--- src/rtl/dfp96_pack_seq.sv ---
// Sequential DFP96 packer: converts a 25-digit BCD significand into densely packed
// decimal, one declet per enabled cycle, then assembles sign/combination/exponent.
module dfp96_pack_seq #(
  parameter int NDECL = 8
) (
  input  logic         clk,
  input  logic         rst,
  input  logic         ce,
  input  logic         i_valid,
  output logic         i_ready,
  input  logic         i_sign,
  input  logic [11:0]  i_exp,
  input  logic [99:0]  i_sig,
  input  logic         i_nan,
  input  logic         i_snan,
  input  logic         i_inf,
  output logic         o_valid,
  input  logic         o_ready,
  output logic [95:0]  o,
  output logic         o_err
);

  localparam int KW = (NDECL > 1) ? $clog2(NDECL) : 1;

  typedef enum logic [1:0] {
    S_IDLE = 2'd0,
    S_CONV = 2'd1,
    S_DONE = 2'd2
  } state_t;

  state_t        r_state;
  logic [KW-1:0] r_k;
  logic          r_sign;
  logic [11:0]   r_exp;
  logic [99:0]   r_sig;
  logic          r_nan;
  logic          r_snan;
  logic          r_inf;
  logic [95:0]   r_o;
  logic          r_valid;
  logic          r_err;

  logic [11:0]   w_trip;
  logic [3:0]    w_d2;
  logic [3:0]    w_d1;
  logic [3:0]    w_d0;
  logic          w_trip_bad;
  logic [9:0]    w_declet;
  logic [3:0]    w_d24;
  logic          w_d24_bad;
  logic [4:0]    w_comb;
  logic          w_exp_oor;
  logic          w_last;

  function automatic logic [3:0] clamp9(input logic [3:0] n);
    return (n > 4'd9) ? 4'd9 : n;
  endfunction

  // IEEE 754-2008 BCD-to-DPD: selection on which of the three digits are 8/9
  function automatic logic [9:0] bcd2dpd(input logic [3:0] h, input logic [3:0] t,
                                         input logic [3:0] u);
    logic [9:0] r;
    case ({h[3], t[3], u[3]})
      3'b000:  r = {h[2:0], t[2:0], 1'b0, u[2:0]};
      3'b001:  r = {h[2:0], t[2:0], 1'b1, 2'b00, u[0]};
      3'b010:  r = {h[2:0], u[2:1], t[0], 1'b1, 2'b01, u[0]};
      3'b100:  r = {u[2:1], h[0], t[2:0], 1'b1, 2'b10, u[0]};
      3'b110:  r = {u[2:1], h[0], 2'b00, t[0], 1'b1, 2'b11, u[0]};
      3'b101:  r = {t[2:1], h[0], 2'b01, t[0], 1'b1, 2'b11, u[0]};
      3'b011:  r = {h[2:0], 2'b10, t[0], 1'b1, 2'b11, u[0]};
      default: r = {2'b00, h[0], 2'b11, t[0], 1'b1, 2'b11, u[0]};
    endcase
    return r;
  endfunction

  always_comb begin
    w_trip     = r_sig[12*r_k +: 12];
    w_trip_bad = (w_trip[11:8] > 4'd9) || (w_trip[7:4] > 4'd9) || (w_trip[3:0] > 4'd9);
    w_d2       = clamp9(w_trip[11:8]);
    w_d1       = clamp9(w_trip[7:4]);
    w_d0       = clamp9(w_trip[3:0]);
    w_declet   = bcd2dpd(w_d2, w_d1, w_d0);
    w_d24_bad  = (r_sig[99:96] > 4'd9);
    w_d24      = clamp9(r_sig[99:96]);
    w_comb     = w_d24[3] ? {2'b11, r_exp[11:10], w_d24[0]} : {r_exp[11:10], w_d24[2:0]};
    w_exp_oor  = (r_exp[11:10] == 2'b11);
    w_last     = (r_k == KW'(NDECL - 1));
  end

  always_ff @(posedge clk) begin
    if (rst) begin
      r_state <= S_IDLE;
      r_k     <= '0;
      r_sign  <= 1'b0;
      r_exp   <= '0;
      r_sig   <= '0;
      r_nan   <= 1'b0;
      r_snan  <= 1'b0;
      r_inf   <= 1'b0;
      r_o     <= '0;
      r_valid <= 1'b0;
      r_err   <= 1'b0;
    end else if (ce) begin
      case (r_state)
        S_IDLE: begin
          if (i_valid) begin
            r_sign  <= i_sign;
            r_exp   <= i_exp;
            r_sig   <= i_sig;
            r_nan   <= i_nan;
            r_snan  <= i_snan;
            r_inf   <= i_inf;
            r_k     <= '0;
            r_err   <= 1'b0;
            r_state <= S_CONV;
          end
        end
        S_CONV: begin
          r_o[10*r_k +: 10] <= w_declet;
          if (w_trip_bad) r_err <= 1'b1;
          if (w_last) begin
            r_state <= S_DONE;
            r_valid <= 1'b1;
            // Infinity wipes the continuation, so the final full write must follow the declet write
            if (r_nan) begin
              r_o[95:80] <= {r_sign, 5'b11111, r_snan, 9'b0};
            end else if (r_inf || w_exp_oor) begin
              r_o <= {r_sign, 5'b11110, 90'b0};
              if (!r_inf) r_err <= 1'b1;
            end else begin
              r_o[95:80] <= {r_sign, w_comb, r_exp[9:0]};
              if (w_d24_bad) r_err <= 1'b1;
            end
          end else begin
            r_k <= r_k + 1'b1;
          end
        end
        S_DONE: begin
          if (o_ready) begin
            r_valid <= 1'b0;
            r_state <= S_IDLE;
          end
        end
        default: r_state <= S_IDLE;
      endcase
    end
  end

  assign i_ready = (r_state == S_IDLE);
  assign o_valid = r_valid;
  assign o       = r_o;
  assign o_err   = r_err;

endmodule

--- config.mk ---
export PLATFORM = sky130hd
export DESIGN_NAME = dfp96_pack_seq
export DESIGN_NICKNAME = d
export VERILOG_FILES = /design/src/rtl/dfp96_pack_seq.sv
export SDC_FILE = /design/constraint.sdc
export NUM_CORES = 1
export LEC_CHECK = 0
export CAP_MARGIN = 0
export CORE_UTILIZATION = 40
export DETAILED_ROUTE_END_ITERATION = 8
export GPL_TIMING_DRIVEN = 0
export PLACE_DENSITY_LB_ADDON = 0.2
export SETUP_SLACK_MARGIN = 0.05
export SLEW_MARGIN = 15
export SYNTH_ARGS = -nofsm -noshare
export SYNTH_HDL_FRONTEND = slang
export SYNTH_SLANG_ARGS = --single-unit
--- constraint.sdc ---
create_clock -name clk -period 11.3 [get_ports clk]
set_input_delay 2.26 -clock clk [delete_from_list [all_inputs] [get_ports clk]]
set_output_delay 2.26 -clock clk [all_outputs]
set_load 0.005 [all_outputs]
* Word level (Yosys, flattened, before mapping)
Cells that the tools add are included.
** Word-level totals
- Word-level logic and storage cells :: 79
- Bits of input ports :: 121
- Output and inout port bits :: 99
- Flip-flop bits (word level) :: 219
** Operators by class
- Reduce and logical (&&, ||, !) cells :: 13
- Add/subtract/negate cells :: 2
- Multipliers :: 2
- Eq/ne operators :: 14
- Mux-type cells :: 30
- $lt $le $gt $ge :: 4
- Shift-type cells :: 3
** Operators by type and width (number)
- 2-to-1 mux 80 bit :: 2
- variable part select 100 x 8 -> 12 bit :: 1
- bitwise mux 96 bit :: 1
- 2-to-1 mux 96 bit :: 1
- variable shift 10 x 34 -> 96 bit, first input constant :: 1
- variable part select 10 x 34 -> 96 bit :: 1
- case mux 10 bit (7 select lines) :: 1
- negation 7 -> 34 bit :: 1
- 2-to-1 mux 15 bit :: 2
- > comparator 4 bit, second input constant :: 4
- 2-to-1 mux 4 bit :: 4
- equality test 3 bit, second input constant :: 4
- AND reduction 4 bit :: 3
- 2-to-1 mux 1 bit :: 9
- inequality test 2 bit, second input constant :: 4
- equality test 3 x 2 -> 1 bit, second input constant :: 2
- multiplier 3 x 3 -> 6 bit, first input constant :: 1
- 2-to-1 mux 2 bit :: 3
- 2-to-1 mux 3 bit :: 2
- case mux 2 bit (3 select lines) :: 1
- case mux 3 bit (2 select lines) :: 1
- AND reduction 3 bit :: 2
- multiplier 2 x 3 -> 5 bit, first input constant :: 1
- 2-to-1 mux 5 bit :: 1
- 10 further kinds :: 15

* Logic depth before layout (Yosys ltp)
- Depth in word-level cells :: 11
- Depth in mapped cells :: 16
- Gate-level depth less buffers :: 14

* Worst setup path before layout
OpenSTA, ideal clock, no wires.
- Path type :: reg2reg
- Start :: register r_k[0]
- End :: register r_o[35], in the netlist o[35]
- Path slack :: 7.656 ns
- Required time :: 11.166 ns
- Cell stages (with the launch flop) :: 16
- Clock period less this slack :: 3.644 ns
- Arrival :: 3.510 ns
- Cells stage by stage :: dfxtp_1 -> buf_6 -> buf_8 -> buf_2 -> buf_2 -> inv_1 -> buf_1 -> ha_1 -> nor3b_2 -> xor2_1 -> clkbuf_1 -> nand3_1 -> a211oi_1 -> o21ai_0 -> a22oi_1 -> a211oi_1
** On the way
- Word-level cells in the longest chain between the ends :: 11
** RTL lines
- from (decl) :: RTL line 32 : logic [KW-1:0] r_k;
- from (signal assigned) :: RTL line 135 : r_k <= r_k + 1'b1;
- multiplier 2 x 3 -> 5 bit :: RTL line 77 : w_trip = r_sig[12*r_k +: 12];
- variable part select 100 x 8 -> 12 bit :: RTL line 77
- > comparator 4 bit :: RTL line 56 : return (n > 4'd9) ? 4'd9 : n;
- 2-to-1 mux 4 bit :: RTL line 56
- equality test 3 x 2 -> 1 bit, or another cell as far along :: RTL line 63 : case ({h[3], t[3], u[3]})
- case mux 10 bit (7 select lines) :: RTL line 63
- variable part select 10 x 34 -> 96 bit :: RTL line 119 : r_o[10*r_k +: 10] <= w_declet;
- bitwise mux 96 bit :: RTL line 119
- 2-to-1 mux 80 bit :: RTL line 127 : end else if (r_inf || w_exp_oor) begin
- 2-to-1 mux 80 bit :: RTL line 125 : if (r_nan) begin
- 2-to-1 mux 96 bit (*) :: RTL line 121 : if (w_last) begin
- to (signal, indexed assignment) :: RTL line 119
- to (signal assigned) :: RTL line 128 : r_o <= {r_sign, 5'b11110, 90'b0};
- to (decl) :: RTL line 39 : logic [95:0] r_o;
Mark *: on every way between the ends. The rest lies on a longest branch, timed or not.
A chain may end at the register's enable or synchronous reset.

* Worst setup path after layout
- Start :: register r_k[0]
- End :: register r_o[22], in the netlist o[22]
Same word-level chain as after synthesis.

==> flow_summary.ini <==
[clock_network]
clk_pin_slew_ps = 60
cts_sinks = 219
cts_resized = 0
cts_made_buffers = 25
cts_max_path_buffers = 3
cts_tree = yes
post-cts-setup-buffers = 0
clkLatencyLatePin_ps = 560
h-tree-depth = 1
root_buffer = clkbuf_16
ctsHoldBuffers = 0

[logic_synthesis]
synthFlopType = dfxtp_1
synth_fp_nets = 1553
synth_edf_count = 0
synthArstFlopShare = 0
netlist_area_um2 = 11400
netlist_instances = 1424
ys_ff_latch = 219
syn-mean-instance-area_um2 = 7.99
yosysWarnings = 0
seq_area_frac_synth = 0.385
ys_types = 92

[floorplan]
core-area_um2 = 27900
die_y_um = 171
ios = 220
rows = 61
initial_core_util = 0.408
dieArea_um2 = 29100
die_w_um = 171

[detailed_routing]
drt_iter0_drc = 1310
routedWlPerCell_um = 23.2
first_pass_iters = 5
viasPerCell = 6.04
finalWirelength_mm = 47.8
ant_nets = 0
route.vias.total = 12500
remaining_drc_errors = 0

[sta]
clock_skew_ps = 22.9
min_period_ps = 5070
slew_headroom = 0.256
setup_violations = 0
worst_pin_slew_ps = 1110
rsz0062_at_grt = no
drv_slew = 0
timing.final.crit_share = 0.449
finalHoldViolCount = 0
tns_ps = 0
max_freq_mhz = 197

[global_route]
antenna_found_initial = 0
overflow = 0
track_usage = 0.328
grt_pass1_vias = 11700
grt_max_degree = 14
grt_pass1_wl_mm = 71.7

[min_path]
min_path_type = reg -> reg
hold_path_depth = 2
hold_end = r_sig[18]
min_from = r_sig[18]

[worst_setup_path]
worst_r2r_path_depth = 14
regToRegSetupSlack_ps = 6230
start_kind = register
crit_arrival_ps = 5530
critPathCaptureType = register
r2r_start = r_k[0]
critical_path_required_ps = 11760
crit_fanout = 10
timing.rr.end = o[22]
critical_path_class = reg -> reg

[finish]
drive_gt1_frac = 0.0718
multiInputGateArea_um2 = 6480
synthToLayoutAreaGrowth_pct = 30.6
fillers = 2667
nNetsFinal = 1799
seqCellArea_um2 = 4380
layout_common_cells = 342 x nand2_1, 219 x clkdlybuf4s50_1, 219 x dfxtp_1, 204 x a21oi_1, 82 x clkbuf_1
diodes = 0
final_common_cell = nand2_1
final_core_util = 0.533
design_area_um2 = 14900

[placement]
globalplace.congestion = 1.01
post_dp_cell_area_um2 = 14000
portBuffers = 219
dpl.hpwl_mm = 36.9

[pwr]
powerDensity_nw_per_um2 = 128
irDropWorstVdd_mv = 0.108
p_leak_nw = 4.89

[run]
drv_cap = 0

[status]
status = complete, no violations
==> stage by stage <==
stage / setup slack (ps) / total power, W / instances / hold WS (ps)
2_1_floorplan: 7660 / 0.000974 / 1424 / 432
3_3_place_gp: 5930 / 0.00110 / 2021 / 439
3_5_place_dp: 5960 / 0.00110 / 2021 / 445
4_1_cts: 6350 / 0.00189 / 2063 / 453
5_1_grt: 5920 / 0.00195 / 2063 / 461
6_report: 6230 / 0.00190 / 2063 / 450
==> Yosys cell counts, drive strengths merged (18+ instances only) <==
cell type  count  area share
nand2        342        0.11
dfxtp        219        0.39
a21oi        205       0.091
o21ai         92       0.043
clkbuf        78       0.026
nor2          72       0.024
buf           27       0.013
nor3          26       0.015
mux4          24       0.049
nand3         24       0.011
o211ai        19       0.013
a211oi        18       0.012
==> state kept, by name, summed over array words and instances, names as in the netlist <==
register,cells
r_inf,1
r_snan,1
r_sig,100
r_exp,12
r_sign,1
r_nan,1
o_err,1
r_k,3
o_valid,1
r_state,2
o,96
==> worst max-delay path: stages (launching register included) <==
cell and delay [ps]:
dfxtp_1 380, buf_6 160, buf_8 170, buf_2 270
buf_2 290, inv_1 180, buf_1 350, ha_1 410
xnor2_1 640, clkbuf_1 510, clkbuf_1 560, nand2_1 260
a21oi_1 380, nor2_1 160, o31ai_1 240
==> layout make-up <==
cell class / instances / share of cell area
Multi-Input combinational cell: 1082 / 0.437
Sequential cell: 219 / 0.295
Timing Repair Buffer: 219 / 0.148
Clock buffer: 36 / 0.0496
Tap cell: 378 / 0.0318
Buffer: 105 / 0.0298
Clock inverter: 6 / 0.00489
Inverter: 18 / 0.00455
==> worst max path at each step <==
stage               slack [ps]    end  depth (start not counted)    from
floorplan                 7660  o[35]                         15  r_k[0]
global route              5920  o[86]                         14  r_k[0]
CTS                       6350  o[86]                         14  r_k[0]
global placement          5930  o[19]                          8      ce
finish                    6230  o[22]                         14  r_k[0]
detailed placement        5960  o[19]                          8      ce
==> power breakdown <==
part / switching [W] / internal [W] / leakage [nW]
sequential: 0.0000134 / 0.000794 / 1.78
clock: 0.000332 / 0.000474 / 0.399
combinational: 0.000183 / 0.0000997 / 2.71
total: 0.000529 / 0.00137 / 4.89
==> layer usage <==
metal  track usage  routed length [um]  part of all wire  vias up
li1              -                   -                 -     5690
met1         0.466               21300              0.45     5959
met2         0.501               20400              0.43      703
met3        0.0546                4350             0.091      106
met4         0.109                1740             0.036        0
met5             0                   0                 0        -
==> logic make-up (layout without fill, tap and decap cells) <==
logic type | count (synthesis) | count (layout) | share of synthesized area
and+or+nand+nor | 534 | 534 | 0.204
adders and majority gates | 8 | 8 | 0.00880
AOI/OAI and AO/OA | 494 | 494 | 0.285
buffers and inverters | 123 | 384 | 0.0449
muxes | 42 | 42 | 0.0690
xor gates and xnor gates | 4 | 4 | 0.00308
DFF | 219 | 219 | 0.385
No activity file was read; power rests on OpenSTA's default activity.
